==> config.mk <==
export PLATFORM = sky130hd
export DESIGN_NAME = tap_window_flat
export DESIGN_NICKNAME = d
export VERILOG_FILES = /design/src/rtl/fir_pkg.sv /design/src/rtl/tap_window_if.sv /design/src/rtl/tap_window_line.sv /design/src/rtl/tap_window.sv /design/src/flat_wrapper.sv
export SDC_FILE = /design/constraint.sdc
export NUM_CORES = 1
export LEC_CHECK = 0
export ABC_AREA = 1
export CORE_MARGIN = 2
export CORE_UTILIZATION = 45
export CTS_BUF_LIST = sky130_fd_sc_hd__clkbuf_16
export DETAILED_ROUTE_END_ITERATION = 8
export PLACE_DENSITY = 0.76
export SYNTH_ARGS = -nofsm -noshare
export SYNTH_HDL_FRONTEND = slang
export SYNTH_SLANG_ARGS = --single-unit
==> constraint.sdc <==
create_clock -name clk -period 1.75 [get_ports clk]
set_input_delay 0.35 -clock clk [delete_from_list [all_inputs] [get_ports clk]]
set_output_delay 0.35 -clock clk [all_outputs]
set_load 0.05 [all_outputs]
==> src/rtl/fir_pkg.sv <==
// Shared definitions for the FIR accelerator datapath: default sizes,
// the sample type and the channel-index width helper.
package fir_pkg;

    localparam int DATA_WIDTH_DEF = 16;
    localparam int NUM_REGS_DEF   = 8;

    typedef logic [DATA_WIDTH_DEF-1:0] sample_t;

    // Channel-index width; a single channel still needs one bit.
    function automatic int ch_w(input int n);
        return (n > 1) ? $clog2(n) : 1;
    endfunction

endpackage

==> src/rtl/tap_window_if.sv <==
// Sample-in / window-out handshake bundle of tap_window.
interface tap_window_if
    import fir_pkg::*;
#(
    parameter int DATA_WIDTH = DATA_WIDTH_DEF,
    parameter int DEPTH      = NUM_REGS_DEF,
    parameter int NUM_CH     = 2
) ();

    localparam int CH_W = ch_w(NUM_CH);

    logic                             in_valid;
    logic                             in_ready;
    logic [CH_W-1:0]                  in_ch;
    logic [DATA_WIDTH-1:0]            in_data;
    logic                             out_valid;
    logic                             out_ready;
    logic [CH_W-1:0]                  out_ch;
    logic [DEPTH-1:0][DATA_WIDTH-1:0] out_taps;
    logic [NUM_CH-1:0]                primed;

    // The tap window block itself.
    modport slave (
        input  in_valid, in_ch, in_data, out_ready,
        output in_ready, out_valid, out_ch, out_taps, primed
    );

    // Sample producer plus window consumer.
    modport master (
        output in_valid, in_ch, in_data, out_ready,
        input  in_ready, out_valid, out_ch, out_taps, primed
    );

endinterface

==> src/rtl/tap_window_line.sv <==
// One channel's DEPTH-tap shift line; tap 0 holds the newest sample.
module tap_line
    import fir_pkg::*;
#(
    parameter int DATA_WIDTH = DATA_WIDTH_DEF,
    parameter int DEPTH      = NUM_REGS_DEF
) (
    input  logic                             clk,
    input  logic                             rst,
    input  logic                             i_clr,
    input  logic                             i_shift,
    input  logic [DATA_WIDTH-1:0]            i_data,
    output logic [DEPTH-1:0][DATA_WIDTH-1:0] o_taps
);

    logic [DEPTH-1:0][DATA_WIDTH-1:0] r_taps;

    // Shift toward the oldest tap on each accepted sample; clear on flush.
    // NOTE: the taps are flops, not a RAM, so they take the async reset; the
    // window must read as zero straight out of reset.
    always_ff @(posedge clk or negedge rst) begin
        if (!rst) begin
            r_taps <= '0;
        end else if (i_clr) begin
            r_taps <= '0;
        end else if (i_shift) begin
            r_taps <= {r_taps[DEPTH-2:0], i_data};
        end
    end

    assign o_taps = r_taps;

endmodule

==> src/rtl/tap_window.sv <==
// Multi-channel decimating tap delay line: keeps a DEPTH-tap history per
// channel and hands a full window to the MAC stage every DECIM-th sample.
module tap_window
    import fir_pkg::*;
#(
    parameter int DATA_WIDTH = DATA_WIDTH_DEF,
    parameter int DEPTH      = NUM_REGS_DEF,
    parameter int NUM_CH     = 2,
    parameter int DECIM      = 1
) (
    input  logic         clk,
    input  logic         rst,
    input  logic         flush,
    tap_window_if.slave  bus
);

    localparam int CH_W   = ch_w(NUM_CH);
    localparam int FILL_W = $clog2(DEPTH + 1);
    localparam int PH_W   = (DECIM > 1) ? $clog2(DECIM) : 1;

    localparam logic [FILL_W-1:0] FILL_FULL = FILL_W'(DEPTH);
    localparam logic [FILL_W-1:0] FILL_LAST = FILL_W'(DEPTH - 1);

    logic                             w_in_ready;
    logic                             w_accept;
    logic [NUM_CH-1:0]                w_hit;
    logic [NUM_CH-1:0]                w_emit;
    logic [NUM_CH-1:0]                w_primed;
    logic [DEPTH-1:0][DATA_WIDTH-1:0] w_taps [NUM_CH];
    logic [DEPTH-1:0][DATA_WIDTH-1:0] w_out_taps;
    logic                             r_out_valid;
    logic [CH_W-1:0]                  r_out_ch;

    function automatic logic [PH_W-1:0] ph_next(input logic [PH_W-1:0] p);
        return (int'(p) == DECIM - 1) ? '0 : p + 1'b1;
    endfunction

    // A held window freezes the input so its taps cannot move underneath it.
    assign w_in_ready = !r_out_valid || bus.out_ready;
    assign w_accept   = bus.in_valid && w_in_ready && !flush;

    for (genvar c = 0; c < NUM_CH; c++) begin : g_ch
        logic [FILL_W-1:0] r_fill;
        logic [PH_W-1:0]   r_phase;

        // An out-of-range channel matches no line, so it is consumed silently.
        assign w_hit[c]    = w_accept && (bus.in_ch == CH_W'(c));
        assign w_emit[c]   = w_hit[c] &&
                             ((r_fill == FILL_LAST) ||
                              ((r_fill == FILL_FULL) && (r_phase == '0)));
        assign w_primed[c] = (r_fill == FILL_FULL);

        tap_line #(
            .DATA_WIDTH (DATA_WIDTH),
            .DEPTH      (DEPTH)
        ) u_line (
            .clk     (clk),
            .rst     (rst),
            .i_clr   (flush),
            .i_shift (w_hit[c]),
            .i_data  (bus.in_data),
            .o_taps  (w_taps[c])
        );

        // Saturating fill count and decimation phase; the filling sample
        // emits and starts the phase at 1 so the next emit is DECIM later.
        always_ff @(posedge clk or negedge rst) begin
            if (!rst) begin
                r_fill  <= '0;
                r_phase <= '0;
            end else if (flush) begin
                r_fill  <= '0;
                r_phase <= '0;
            end else if (w_hit[c]) begin
                if (r_fill == FILL_LAST) begin
                    r_fill  <= FILL_FULL;
                    r_phase <= ph_next('0);
                end else if (r_fill == FILL_FULL) begin
                    r_phase <= ph_next(r_phase);
                end else begin
                    r_fill  <= r_fill + 1'b1;
                end
            end
        end
    end

    // Output handshake: a new emit wins over consumption so windows can
    // run back to back; flush drops whatever is pending.
    // NOTE: sequential state uses non-blocking assignments only, so every
    // flop samples pre-edge values regardless of block ordering.
    always_ff @(posedge clk or negedge rst) begin
        if (!rst) begin
            r_out_valid <= 1'b0;
            r_out_ch    <= '0;
        end else if (flush) begin
            r_out_valid <= 1'b0;
            r_out_ch    <= '0;
        end else if (|w_emit) begin
            r_out_valid <= 1'b1;
            r_out_ch    <= bus.in_ch;
        end else if (bus.out_ready) begin
            r_out_valid <= 1'b0;
        end
    end

    // Window mux over the live taps of the selected channel.
    // NOTE: the default assignment up front keeps this purely combinational.
    always_comb begin
        w_out_taps = '0;
        for (int c = 0; c < NUM_CH; c++) begin
            if (r_out_ch == CH_W'(c)) begin
                w_out_taps = w_taps[c];
            end
        end
    end

    assign bus.in_ready  = w_in_ready;
    assign bus.out_valid = r_out_valid;
    assign bus.out_ch    = r_out_ch;
    assign bus.out_taps  = w_out_taps;
    assign bus.primed    = w_primed;

endmodule

==> src/flat_wrapper.sv <==
// flat-port wrapper written by rule: the top's interface ports become plain ports
module tap_window_flat import fir_pkg::*;
#(
    parameter int DATA_WIDTH = DATA_WIDTH_DEF,
    parameter int DEPTH      = NUM_REGS_DEF,
    parameter int NUM_CH     = 2,
    parameter int DECIM      = 1
)
  (clk, rst, flush, bus_in_valid, bus_in_ch, bus_in_data, bus_out_ready, bus_in_ready, bus_out_valid, bus_out_ch, bus_out_taps, bus_primed);
  tap_window_if #(.DATA_WIDTH(DATA_WIDTH), .DEPTH(DEPTH), .NUM_CH(NUM_CH)) bus_i ();
  input  logic clk;
  input  logic rst;
  input  logic flush;
  input wire logic [$bits(bus_i.in_valid)-1:0] bus_in_valid;
  input wire logic [$bits(bus_i.in_ch)-1:0] bus_in_ch;
  input wire logic [$bits(bus_i.in_data)-1:0] bus_in_data;
  input wire logic [$bits(bus_i.out_ready)-1:0] bus_out_ready;
  output wire logic [$bits(bus_i.in_ready)-1:0] bus_in_ready;
  output wire logic [$bits(bus_i.out_valid)-1:0] bus_out_valid;
  output wire logic [$bits(bus_i.out_ch)-1:0] bus_out_ch;
  output wire logic [$bits(bus_i.out_taps)-1:0] bus_out_taps;
  output wire logic [$bits(bus_i.primed)-1:0] bus_primed;
  assign bus_i.in_valid = bus_in_valid;
  assign bus_i.in_ch = bus_in_ch;
  assign bus_i.in_data = bus_in_data;
  assign bus_i.out_ready = bus_out_ready;
  assign bus_in_ready = bus_i.in_ready;
  assign bus_out_valid = bus_i.out_valid;
  assign bus_out_ch = bus_i.out_ch;
  assign bus_out_taps = bus_i.out_taps;
  assign bus_primed = bus_i.primed;
  tap_window #(.DATA_WIDTH(DATA_WIDTH), .DEPTH(DEPTH), .NUM_CH(NUM_CH), .DECIM(DECIM)) u_core (.clk(clk), .rst(rst), .flush(flush), .bus(bus_i));
endmodule
# [Yosys cells after proc, flatten, opt, wreduce, memory -nomap -nowiden]
# Index checks and enable logic that the tools add are counted.
[classes] add_sub_neg=4 n_eq_ne=6 n_mux=28 bitwise=3 n_reduce_logical=24
[ops] cell="128-bit two-way mux" count=5
[ops] cell="4-bit two-way mux" count=8
[ops] cell="1-bit two-way mux" count=15
[ops] cell="3-bit nonzero test" count=3
[ops] cell="4-bit by 1-bit adder with 4-bit output, second input constant" count=2
[ops] cell="4-bit by 3-bit equality test with 1-bit output, second input constant" count=2
[ops] cell="4-bit equality test, second input constant" count=2
[ops] cell="1-bit logical AND" count=8
[ops] cell="2-bit AND reduction" count=4
[ops] cell="3-bit by 2-bit != test with 1-bit output, second input constant" count=2
[ops] cell="2-bit nonzero test" count=3
[ops] cell="1-bit logical OR" count=3
[ops] cell="1-bit inverter" count=3
[ops] cell="1-bit adder, second input constant" count=2
[ops] cell="1-bit logical NOT" count=2
[ops] cell="2-bit OR reduction" count=1
[totals] reg_bits=268 input_bits=22

# [Logic depth before layout (Yosys ltp)]
# Gate-level depths: netlist (run 1).
[logic_depth] word_depth=9 mapped_depth=9

# [Modules after synthesis]
# A second synthesis (run 1) with hierarchy kept.
[unflattened] hier_cells=1341 hier_area_um2=12438.2
[by_module_without_submodules] mod="tap_line" instances=2 cells_each=556 area_per_inst_um2=5092.4
[by_module_without_submodules] mod="tap_window" instances=1 cells_each=229 area_per_inst_um2=2253.4

# [Worst setup path after synthesis (run 1)]
# OpenSTA, ideal clock, no wires.
[synth_timing] kind="register -> output" startpoint="register u_core.r_out_ch, in the netlist u_core.bus.out_ch" endpoint="output port bus_out_taps[92]" arrival_ns=2.257 required_time_ns=1.400 path_slack_ns=-0.857 path_stages_with_launch=5 path_buffers=3 cell_sequence="dfrtp_1 > buf_2 > buf_2 > buf_2 > o21ai_0"
[synth_between] elab_chain_len=1
[synth_lines] item="start, declared" line_no="tap_window.sv:32" text="logic [CH_W-1:0] r_out_ch;"
[synth_lines] item="start signal, assigned" line_no="tap_window.sv:100" text="r_out_ch <= bus.in_ch;"
[synth_lines] item="128-bit two-way mux" line_no="tap_window.sv:111" text="if (r_out_ch == CH_W'(c)) begin"
[synth_lines] item="end, declared" line_no="flat_wrapper.sv:21" text="output wire logic [$bits(bus_i.out_taps)-1:0] bus_out_taps;"
# Every way passes these cells.

# [Worst setup path after layout (run 1)]
[layout_timing] startpoint="register u_core.r_out_ch, in the netlist u_core.bus.out_ch" endpoint="output port bus_out_taps[8]"
# Same word-level chain as after synthesis.

==> impl_metrics.sql, run 1 <==
INSERT INTO impl_metrics (metric_group, metric, value, unit) VALUES
('die', 'floorplan.core_area', '25100', 'sq um'),
('drt', 'routed_via_density', '5.83', ''),
('logic_synthesis', 'synthTopCellsByArea', 'dfrtp_1 (58%), o22ai_1 (11%), inv_1 (8.8%)', ''),
('logic_synthesis', 'yosysTopAreaCellShare', '0.580', ''),
('status', 'failed_checks', 'negative setup slack', ''),
('cts', 'tritoncts', 'built', ''),
('logic_synthesis', 'synthesis.yosys.warnings', '0', ''),
('drt', 'drtIter0Drc', '1278', ''),
('drt', 'drc', '0', ''),
('timing', 'finalWorstPathRequiredPeriod', '2.31', 'ns'),
('timing', 'unrepaired_setup_endpoints_after_global_routing', 'yes', ''),
('grt', 'initial_antenna_violation_count', '0', ''),
('finish', 'utilization_after_layout', '0.717', ''),
('grt', 'gr-total-overflow', '0', ''),
('pwr', 'power_density', '726', 'nW/um^2'),
('placement', 'finalWeightedCongestion', '0.821', ''),
('finish', 'antenna-diode-count', '0', ''),
('grt', 'grt_pass1_wl', '57700', 'um'),
('drt', 'detail_route.first_pass.iterations', '6', ''),
('timing', 'timing.final.hold_violations', '0', ''),
('finish', 'number_of_nets_at_the_end_of_the_flow', '1543', ''),
('logic_synthesis', 'postSynth.asyncResetShare', '1.00', ''),
('grt', 'grtUsageTotal', '0.275', ''),
('drt', 'ant_nets', '0', ''),
('cts', 'cts.sinks', '266', ''),
('logic_synthesis', 'netlist_instances', '1270', ''),
('timing', 'finalMaxSlewViolations', '0', ''),
('logic_synthesis', 'syn_avg_cell_area', '9.03', 'sq um'),
('grt', 'first_global_vias', '10613', ''),
('timing', 'finalWorstSetupSlack', '-0.560', 'ns'),
('drt', 'avgRoutedWirePerCell', '21.7', 'um'),
('min_path', 'min_path_type', 'in2async', ''),
('timing', 'fin_worst_skew', '0.0148', 'ns'),
('logic_synthesis', 'synth_cell_types', '24', ''),
('timing', 'fmax', '433', 'MHz'),
('cts', 'root_buffer', 'clkbuf_16', ''),
('logic_synthesis', 'dominantRegCellSynth', 'dfrtp_1', ''),
('critical_path', 'critical_path_arrival', '1.96', 'ns'),
('timing', 'slew_headroom', '0.673', ''),
('cts', 'clk_transition_reported_paths', '0.06', 'ns'),
('finish', 'syn2layout_area_growth', '57.0', '%'),
('cts', 'htreeDepth', '1', ''),
('critical_path', 'worst-setup-path-type', 'reg2out', ''),
('critical_path', 'end_kind', 'output pin', ''),
('finish', 'drive_gt1_frac', '0.325', ''),
('critical_path', 'cp-start-kind', 'flip-flop', ''),
('logic_synthesis', 'synth_sequential_area_ratio', '0.580', ''),
('placement', 'detailed_place_hpwl', '22900', 'um'),
('die', 'floorplan.die_area', '26800', 'sq um'),
('drt', 'drt_wl_total', '40500', 'um'),
('timing', 'final_min_period_over_clock_period', '1.32', ''),
('placement', 'port_buffers', '154', ''),
('drt', 'vias', '10885', ''),
('pwr', 'p_leak', '7.79', 'nW'),
('logic_synthesis', 'synth.cell_area', '11500', 'sq um'),
('timing', 'finalSetupViolCount', '131', ''),
('logic_synthesis', 'yosys.area.top_type', 'dfrtp_1', ''),
('cts', 'cts_inserted_buffers', '27', ''),
('die', 'boundaryPins', '155', ''),
('run', 'max_cap_violations', '0', ''),
('logic_synthesis', 'postSynthNetCount', '1296', ''),
('logic_synthesis', 'synth-seq-cells', '266', ''),
('timing', 'fin_setup_tns', '-60.88', 'ns'),
('die', 'die-width', '164', 'um'),
('critical_path', 'worst-path-max-fanout', '15', ''),
('die', 'start_util', '0.457', ''),
('critical_path', 'required', '1.40', 'ns'),
('die', 'chipHeight', '164', 'um'),
('logic_synthesis', 'synth.top_cells.by_count', 'inv_1 (270), dfrtp_1 (266), o22ai_1 (208)', ''),
('status', 'status', 'finished, violations left', ''),
('cts', 'ctsLongestPathBuffers', '3', ''),
('grt', 'maximum_number_of_pins_on_one_net_before_global_route_repair', '71', ''),
('pwr', 'max-vdd-ir-drop', '552', 'uV'),
('cts', 'clk_latency', '0.55', 'ns'),
('die', 'row_count', '58', ''),
('timing', 'max_slew.worst_pin.slew', '0.491', 'ns'),
('logic_synthesis', 'synthMostInstantiatedCell', 'inv_1', ''),
('logic_synthesis', 'synth_edf_count', '0', '');
## worst max-delay path: stages, from the launching register on
cell and delay [ns]:
dfrtp_4 0.53, clkbuf_16 0.22, buf_16 0.18, o21ai_0 0.19, buf_4 0.15, buf_12 0.13
## logic make-up (layout without fill, tap and decap cells)
kind of cell    after synthesis  in the layout  synth area share
fa+ha+maj                     4              4           0.00436
flops                       266            266             0.580
xor+xnor                      2              2           0.00153
simple gates                251            251            0.0907
compound gates              387            387             0.192
buf+inv                     360            628             0.131
## flip-flops by register name (all words and copies together) (netlist names)
| name | count |
|---|---|
| u_core.bus.out_ch | 1 |
| u_core.bus.out_valid | 1 |
| u_core.g_ch.r_fill | 8 |
| u_core.g_ch.u_line.o_taps | 256 |
## per-stage QoR
stage	worst slack, ns	instances	hold WS [ns]	area, sq um	total power, mW
4_1_cts	-0.491	1853	0.361	17300	13.0
5_1_grt	-0.598	1868	0.354	18000	13.4
3_3_place_gp	-0.0900	1791	0.316	15700	7.17
2_1_floorplan	-0.601	1270	0.0544	11700	6.74
6_report	-0.560	1868	0.329	18000	13.1
3_5_place_dp	-0.179	1791	0.316	15700	7.20
## area by class of cell
type / count / area (sq um)
fillers: 1554 / 7100
flip-flops and latches: 266 / 6660
repair buffers: 306 / 4630
multi-input cells: 644 / 4390
inverters: 272 / 1020
clock buffers: 27 / 676
well taps: 330 / 413
clock inverters: 23 / 221
## cell usage in the layout, fill, tap and decap left out, drive strengths merged
cell type      Yosys  final
dfrtp            266    266
buf               68    278
nand4              1      1
o21ai            176    176
nor2              27     27
a21oi              2      2
clkbuf            20     34
clkinv             1     13
dlygate4sd3        0      1
o22ai            208    208
nand3             38     38
bufinv             0      4
clkinvlp           0      4
inv              271    274
ha                 4      4
clkdlybuf4s50      0     20
o211ai             1      1
nand2            185    185
xor2               2      2
## report_power, final
group / total (mW) / internal, mW / leakage, nW / switching, mW
Combinational: 0.945 / 0.339 / 3.65 / 0.606
Sequential: 6.22 / 6.19 / 3.70 / 0.0258
Clock: 5.91 / 3.41 / 0.436 / 2.51
## path summary, 6_finish.rpt
path | end | cells after the start | slack [ns] | from
setup / recovery | bus_out_taps[8] | 5 | -0.56 | u_core.bus.out_ch$_DFFE_PN0P_
hold / removal | u_core.g_ch[1].u_line.o_taps[6]$_DFFE_PN0P_ | 2 | 0.33 | rst
setup reg to reg | u_core.bus.out_ch$_DFFE_PN0P_ | 9 | 0.19 | u_core.g_ch[1].r_fill[0]$_DFFE_PN0P_
hold reg to reg | u_core.g_ch[1].u_line.o_taps[118]$_DFFE_PN0P_ | 2 | 0.52 | u_core.g_ch[1].u_line.o_taps[118]$_DFFE_PN0P_
max in group asynchronous | u_core.g_ch[0].u_line.o_taps[60]$_DFFE_PN0P_ | 3 | 0.75 | rst
min in group clk | u_core.g_ch[1].u_line.o_taps[6]$_DFFE_PN0P_ | 5 | 0.45 | bus_in_data[6]
## routing by layer
metal / up-vias / track usage / wire, um
met4: 0 / 0.106 / 1960
met3: 130 / 0.0399 / 3120
met1: 5393 / 0.356 / 14400
met5: - / 0 / 0
li1: 4674 / - / -
met2: 688 / 0.470 / 21000
## timing repair
action	4_1_cts	5_1_grt
hold buffers	1	0
hold endpoints to repair	46	0
gates cloned	3	8
resized for setup	186	128
endpoints found under the setup margin	132	131
setup buffers	8	7
pin swaps	10	12
Power figures use the tool's default switching activity.
==> run 2: changes to the inputs <==
- PLACE_DENSITY: 0.76 -> 0.66
==> run 2 against run 1 <==
The flow still finishes with violations (negative setup slack). Non-clock buffer count up 6. Clock skew down 0.0080 ns. Worst setup slack better by 0.10 ns. Count of clock-buffer cells in the layout up 2. Maximum frequency up 4.6%. Clock power down 4.6%. Core utilization down 1.7 points. Routed wire length down 16%. Critical path depth up 1. Largest cell class unchanged. Highest routed layer unchanged.
==> impl_metrics.sql, run 2 (synthesis gave the netlist of run 1 again) <==
INSERT INTO impl_metrics (metric_group, metric, value, unit) VALUES
('pwr', 'max-vdd-ir-drop', '710', 'uV'),
('grt', 'grt_busiest_layer', 'met2', ''),
('die', 'floorplan.core_area', '25100', 'sq um'),
('critical_path', 'critical_path_arrival', '1.86', 'ns'),
('drt', 'avgRoutedWirePerCell', '18.2', 'um'),
('finish', 'drive_gt1_frac', '0.301', ''),
('die', 'row_count', '58', ''),
('cts', 'ctsLongestPathBuffers', '3', ''),
('finish', 'mostFrequentLayoutCells', 'inv_1 (276), dfrtp_1 (263), o22ai_1 (208)', ''),
('cts', 'tritoncts', 'built', ''),
('finish', 'largest_reg_flops', '256', ''),
('timing', 'fmax', '453', 'MHz'),
('placement', 'cell_count_after_placement', '1808', ''),
('drt', 'detail_route.first_pass.iterations', '5', ''),
('timing', 'finalWorstPathRequiredPeriod', '2.21', 'ns'),
('timing', 'unrepaired_setup_endpoints_after_global_routing', 'yes', ''),
('grt', 'grt_pass1_wl', '53300', 'um'),
('finish', 'syn2layout_area_growth', '53.2', '%'),
('critical_path', 'crit-reg2reg-capture', 'u_core.bus.out_ch$_DFFE_PN0P_', ''),
('pwr', 'p_leak', '7.69', 'nW'),
('cts', 'root_buffer', 'clkbuf_16', ''),
('timing', 'timing.final.hold_violations', '0', ''),
('critical_path', 'worst-setup-path-type', 'reg2out', ''),
('drt', 'drtIter0Drc', '754', ''),
('die', 'floorplan.die_area', '26800', 'sq um'),
('timing', 'slew_headroom', '0.726', ''),
('die', 'start_util', '0.457', ''),
('finish', 'layout_commonest_cell', 'inv_1', ''),
('placement', 'detailed_place_hpwl', '22600', 'um'),
('pwr', 'power_density', '727', 'nW/um^2'),
('drt', 'vias', '10158', ''),
('cts', 'cts_inserted_buffers', '28', ''),
('critical_path', 'worst_path_most_repeated_cell', 'buf_12', ''),
('status', 'status', 'finished, violations left', ''),
('grt', 'first_global_vias', '10100', ''),
('placement', 'port_buffers', '154', ''),
('critical_path', 'rr_startpoint', 'u_core.g_ch[0].r_fill[1]$_DFFE_PN0P_', ''),
('run', 'max_cap_violations', '0', ''),
('critical_path', 'timing.critical_path.cells', 'buf_12 > buf_6 > nand2_1 > o21ai_2 > buf_4 > buf_12', ''),
('critical_path', 'required', '1.40', 'ns'),
('finish', 'layout.cells.non_filler', '1874', ''),
('critical_path', 'worst-path-max-fanout', '14', ''),
('critical_path', 'end_kind', 'output pin', ''),
('cts', 'htreeDepth', '1', ''),
('drt', 'drt_wl_total', '34200', 'um'),
('die', 'die-width', '164', 'um'),
('finish', 'fillers', '1798', ''),
('status', 'failed_checks', 'negative setup slack', ''),
('cts', 'cts.sinks', '266', ''),
('finish', 'number_of_nets_at_the_end_of_the_flow', '1550', ''),
('timing', 'final_min_period_over_clock_period', '1.26', ''),
('critical_path', 'reg2regPathDepth', '10', ''),
('timing', 'finalSetupViolCount', '131', ''),
('timing', 'max_slew.worst_pin.slew', '0.411', 'ns'),
('timing', 'finalMaxSlewViolations', '0', ''),
('grt', 'grtUsageMet1', '0.347', ''),
('drt', 'drc', '0', ''),
('finish', 'final-seq-area', '6660', 'sq um'),
('grt', 'grt.met2_usage', '0.423', ''),
('grt', 'grtUsageTotal', '0.252', ''),
('die', 'boundaryPins', '155', ''),
('grt', 'gr-total-overflow', '0', ''),
('finish', 'antenna-diode-count', '0', ''),
('placement', 'finalWeightedCongestion', '0.808', ''),
('timing', 'fin_worst_skew', '0.00683', 'ns'),
('cts', 'clk_latency', '0.53', 'ns'),
('pwr', 'overall_power_consumption', '12.8', 'mW'),
('critical_path', 'cpPeakStageDelay', '0.50', 'ns'),
('drt', 'ant_nets', '0', ''),
('grt', 'grt.met3_usage', '0.0300', ''),
('critical_path', 'cp-start-kind', 'flip-flop', ''),
('drt', 'routed_via_density', '5.42', ''),
('grt', 'initial_antenna_violation_count', '0', ''),
('min_path', 'min_path_type', 'in2async', ''),
('die', 'chipHeight', '164', 'um'),
('timing', 'finalWorstSetupSlack', '-0.457', 'ns'),
('critical_path', 'crit_slowest_cell', 'dfrtp_4', ''),
('critical_path', 'setup.reg_to_reg.worst_slack', '0.37', 'ns'),
('finish', 'multi_input_area', '4060', 'sq um'),
('cts', 'clk_transition_reported_paths', '0.06', 'ns'),
('grt', 'maximum_number_of_pins_on_one_net_before_global_route_repair', '52', '');
==> run 2: worst max path at each step <==
stage | cells past startpoint | slack, ns | endpoint | from
after detailed placement | 6 | -0.14 | u_core.g_ch[0].u_line.o_taps[88]$_DFFE_PN0P_ | flush
after global placement | 6 | -0.07 | u_core.g_ch[0].u_line.o_taps[122]$_DFFE_PN0P_ | flush
final | 6 | -0.46 | bus_out_taps[69] | u_core.bus.out_ch$_DFFE_PN0P_
after floorplan | 3 | -0.60 | bus_out_taps[22] | u_core.bus.out_ch$_DFFE_PN0P_
after CTS | 6 | -0.46 | bus_out_taps[93] | u_core.bus.out_ch$_DFFE_PN0P_
after global routing | 6 | -0.48 | bus_out_taps[78] | u_core.bus.out_ch$_DFFE_PN0P_
==> run 2: routing by layer <==
layer	vias to the layer above	share of wire
met2	356	0.51
met1	5066	0.41
li1	4677	-
met5	-	0
met3	59	0.057
met4	0	0.024
==> run 2: through the flow <==
stage / setup slack [ns] / hold WS (ns) / area, sq um / utilization / setup TNS (ns)
3_3_place_gp: -0.0711 / 0.289 / 15900 / 0.635 / -11.10
3_5_place_dp: -0.140 / 0.292 / 15900 / 0.635 / -22.27
6_report: -0.457 / 0.327 / 17600 / 0.700 / -50.98
2_1_floorplan: -0.601 / 0.0544 / 11700 / - / -57.31
5_1_grt: -0.485 / 0.371 / 17600 / 0.700 / -55.78
4_1_cts: -0.457 / 0.337 / 17200 / 0.685 / -50.92
==> run 2: worst max-delay path, delay by kind of cell, from the launching register on <==
kind            cells  cell delay [ns]
simple gates        1             0.09
flops               1             0.50
buf+inv             4             0.63
compound gates      1             0.07
==> run 2: power breakdown <==
part | leakage (nW) | total (mW) | internal [mW] | switching, mW
registers | 3.70 | 6.22 | 6.19 | 0.0230
logic | 3.53 | 0.910 | 0.336 | 0.574
clock network | 0.451 | 5.64 | 3.26 | 2.38
total | 7.69 | 12.8 | 9.79 | 2.98
==> run 2: repair_timing <==
action / 4_1_cts / 5_1_grt
hold endpoints to repair: 39 / 0
hold buffers: 1 / 0
pin swaps: 25 / 8
setup endpoints to repair: 132 / 131
cloned: 0 / 4
gates resized for setup: 164 / 62
setup buffers: 1 / 10
==> run 2: final cells by class <==
| cell class | instances | share of cell area |
|---|---|---|
| timing repair buffer | 312 | 0.259 |
| sequential | 266 | 0.379 |
| clock buffer | 29 | 0.0413 |
| inverter | 272 | 0.0581 |
| tap | 330 | 0.0235 |
| multi-input combinational | 644 | 0.231 |
| clock inverter | 21 | 0.00797 |
==> run 3: changes to the inputs <==
- CORE_ASPECT_RATIO: not set -> 1.75
==> run 3 against run 2 <==
Via count is 2.8% higher. Clock power is 11% lower. Non-clock buffer count is 12 higher. Largest power group unchanged. Sequential share of layout area is 0.64 points lower. Critical path depth is 1 lower. Register-to-register slack worse by 0.08 ns. Flip-flop and latch count stayed put. Hold slack worse by 0.0056 ns. Final cell count is 0.43% lower. Final area is 1.7% higher. Count of clock-buffer cells in the layout is 4 lower. Highest routed layer unchanged. The flow still finishes with violations (negative setup slack). Routed wire length is 12% higher.
==> impl_metrics.sql, run 3 (synthesis gave the netlist of run 1 again) <==
INSERT INTO impl_metrics (metric_group, metric, value, unit) VALUES
('timing', 'max_slew.worst_pin.slew', '0.388', 'ns'),
('run', 'max_cap_violations', '0', ''),
('drt', 'drtIter0Drc', '765', ''),
('finish', 'antenna-diode-count', '0', ''),
('timing', 'final_min_period_over_clock_period', '1.31', ''),
('drt', 'avgRoutedWirePerCell', '20.5', 'um'),
('critical_path', 'worst-setup-path-type', 'reg2out', ''),
('critical_path', 'reg2regPathDepth', '5', ''),
('die', 'chipHeight', '215', 'um'),
('min_path', 'min_path_type', 'in2async', ''),
('finish', 'fillers', '1663', ''),
('cts', 'htreeDepth', '1', ''),
('finish', 'layout_commonest_cell', 'inv_1', ''),
('critical_path', 'required', '1.40', 'ns'),
('critical_path', 'setup.reg_to_reg.worst_slack', '0.29', 'ns'),
('finish', 'syn2layout_area_growth', '55.8', '%'),
('grt', 'grt_pass1_wl', '56200', 'um'),
('finish', 'largest_reg_flops', '256', ''),
('grt', 'maximum_number_of_pins_on_one_net_before_global_route_repair', '72', ''),
('die', 'boundaryPins', '155', ''),
('grt', 'grtUsageTotal', '0.261', ''),
('timing', 'unrepaired_setup_endpoints_after_global_routing', 'yes', ''),
('drt', 'routed_via_density', '5.60', ''),
('timing', 'finalSetupViolCount', '131', ''),
('die', 'start_util', '0.456', ''),
('critical_path', 'rr_startpoint', 'u_core.bus.out_valid$_DFFE_PN0P_', ''),
('placement', 'finalWeightedCongestion', '0.837', ''),
('finish', 'drive_gt1_frac', '0.321', ''),
('critical_path', 'worst-path-max-fanout', '18', ''),
('cts', 'cts_inserted_buffers', '24', ''),
('timing', 'timing.final.hold_violations', '0', ''),
('cts', 'clk_latency', '0.52', 'ns'),
('placement', 'port_buffers', '154', ''),
('finish', 'utilization_after_layout', '0.711', ''),
('timing', 'fmax', '435', 'MHz'),
('finish', 'layout.cells.non_filler', '1866', ''),
('finish', 'number_of_nets_at_the_end_of_the_flow', '1558', ''),
('critical_path', 'end_kind', 'output pin', ''),
('drt', 'drt_wl_total', '38300', 'um'),
('timing', 'slew_headroom', '0.741', ''),
('finish', 'mostFrequentLayoutCells', 'inv_1 (275), dfrtp_1 (264), o22ai_1 (208)', ''),
('timing', 'finalWorstPathRequiredPeriod', '2.30', 'ns'),
('status', 'status', 'finished, violations left', ''),
('critical_path', 'cp-start-kind', 'flip-flop', ''),
('critical_path', 'critical_path_arrival', '1.95', 'ns'),
('placement', 'detailed_place_hpwl', '23900', 'um'),
('die', 'floorplan.die_area', '26800', 'sq um'),
('grt', 'first_global_vias', '10198', ''),
('grt', 'initial_antenna_violation_count', '0', ''),
('drt', 'vias', '10441', ''),
('die', 'row_count', '77', ''),
('pwr', 'max-vdd-ir-drop', '580', 'uV'),
('drt', 'drc', '0', ''),
('die', 'floorplan.core_area', '25100', 'sq um'),
('status', 'failed_checks', 'negative setup slack', ''),
('pwr', 'power_density', '680', 'nW/um^2'),
('cts', 'clk_transition_reported_paths', '0.07', 'ns'),
('cts', 'tritoncts', 'built', ''),
('critical_path', 'crit-reg2reg-capture', 'u_core.g_ch[0].u_line.o_taps[81]$_DFFE_PN0P_', ''),
('drt', 'detail_route.first_pass.iterations', '5', ''),
('cts', 'cts.sinks', '266', ''),
('cts', 'ctsLongestPathBuffers', '3', ''),
('grt', 'gr-total-overflow', '0', ''),
('timing', 'finalMaxSlewViolations', '0', ''),
('timing', 'finalWorstSetupSlack', '-0.550', 'ns'),
('timing', 'fin_worst_skew', '0.00964', 'ns'),
('cts', 'root_buffer', 'clkbuf_16', ''),
('pwr', 'p_leak', '7.83', 'nW'),
('drt', 'ant_nets', '0', ''),
('die', 'die-width', '125', 'um'),
('placement', 'cell_count_after_placement', '1800', '');
-- run 3: changes by cell type in the layout (fill, tap and decap cells not counted), moves of 5 or more --
cell     previous run  this run
buf_4             111       106
buf_6              14        24
nand2_4             3         8
o21ai_1            54        32
o21ai_2            41        53
o21ai_4            40        49
-- run 3: worst max-delay path: stages (launching register included) --
cell and delay (ns):
dfrtp_4 0.53, clkbuf_16 0.22, clkbuf_16 0.21, o21ai_2 0.20
buf_4 0.15, buf_12 0.12
-- run 3: how the worst max path moves through the flow --
stage / from / end / slack, ns / depth (start not counted)
finish: u_core.bus.out_ch$_DFFE_PN0P_ / bus_out_taps[86] / -0.55 / 5
floorplan: u_core.bus.out_ch$_DFFE_PN0P_ / bus_out_taps[22] / -0.60 / 3
global placement: u_core.bus.out_ch$_DFFE_PN0P_ / bus_out_taps[33] / -0.22 / 4
CTS: u_core.bus.out_ch$_DFFE_PN0P_ / bus_out_taps[59] / -0.52 / 6
detailed placement: u_core.bus.out_ch$_DFFE_PN0P_ / bus_out_taps[33] / -0.21 / 4
global route: u_core.bus.out_ch$_DFFE_PN0P_ / bus_out_taps[48] / -0.57 / 6
-- run 3: final cells by class --
class	count	area [sq um]	share of cell area
Clock buffer	25	626	0.0350
Clock inverter	19	105	0.00588
Inverter	272	1020	0.0571
Multi-Input combinational cell	644	4240	0.237
Sequential cell	266	6660	0.373
Tap cell	316	395	0.0221
Timing Repair Buffer	324	4820	0.270
-- run 3: per-stage QoR --
| stage | setup WS (ns) | total power [mW] | cell area (sq um) | setup TNS, ns | hold WS, ns |
|---|---|---|---|---|---|
| 4_1_cts | -0.521 | 12.1 | 17100 | -57.56 | 0.337 |
| 5_1_grt | -0.570 | 12.4 | 17900 | -63.93 | 0.367 |
| 3_5_place_dp | -0.205 | 7.21 | 15900 | -30.67 | 0.279 |
| 2_1_floorplan | -0.601 | 6.74 | 11700 | -57.31 | 0.0544 |
| 6_report | -0.550 | 12.1 | 17900 | -59.21 | 0.321 |
| 3_3_place_gp | -0.216 | 7.20 | 15900 | -19.22 | 0.271 |
-- run 3: per-layer routing --
layer,global-route usage,part of all wire
met1,0.318,0.36
met2,0.468,0.53
met3,0.0261,0.049
met4,0.114,0.059
met5,0,0
-- run 3: what timing repair did --
| item | CTS | global route |
|---|---|---|
| hold buffers | 1 | 0 |
| gates resized for setup | 138 | 151 |
| setup endpoints to repair | 131 | 131 |
| buffers inserted | 3 | 11 |
| endpoints found under the hold margin | 40 | 0 |
| cloned | 3 | 10 |
| pin swaps | 10 | 8 |
-- run 3: power by group --
group,internal [mW],switching [mW]
logic,0.345,0.586
registers,6.19,0.0245
clock network,2.72,2.28
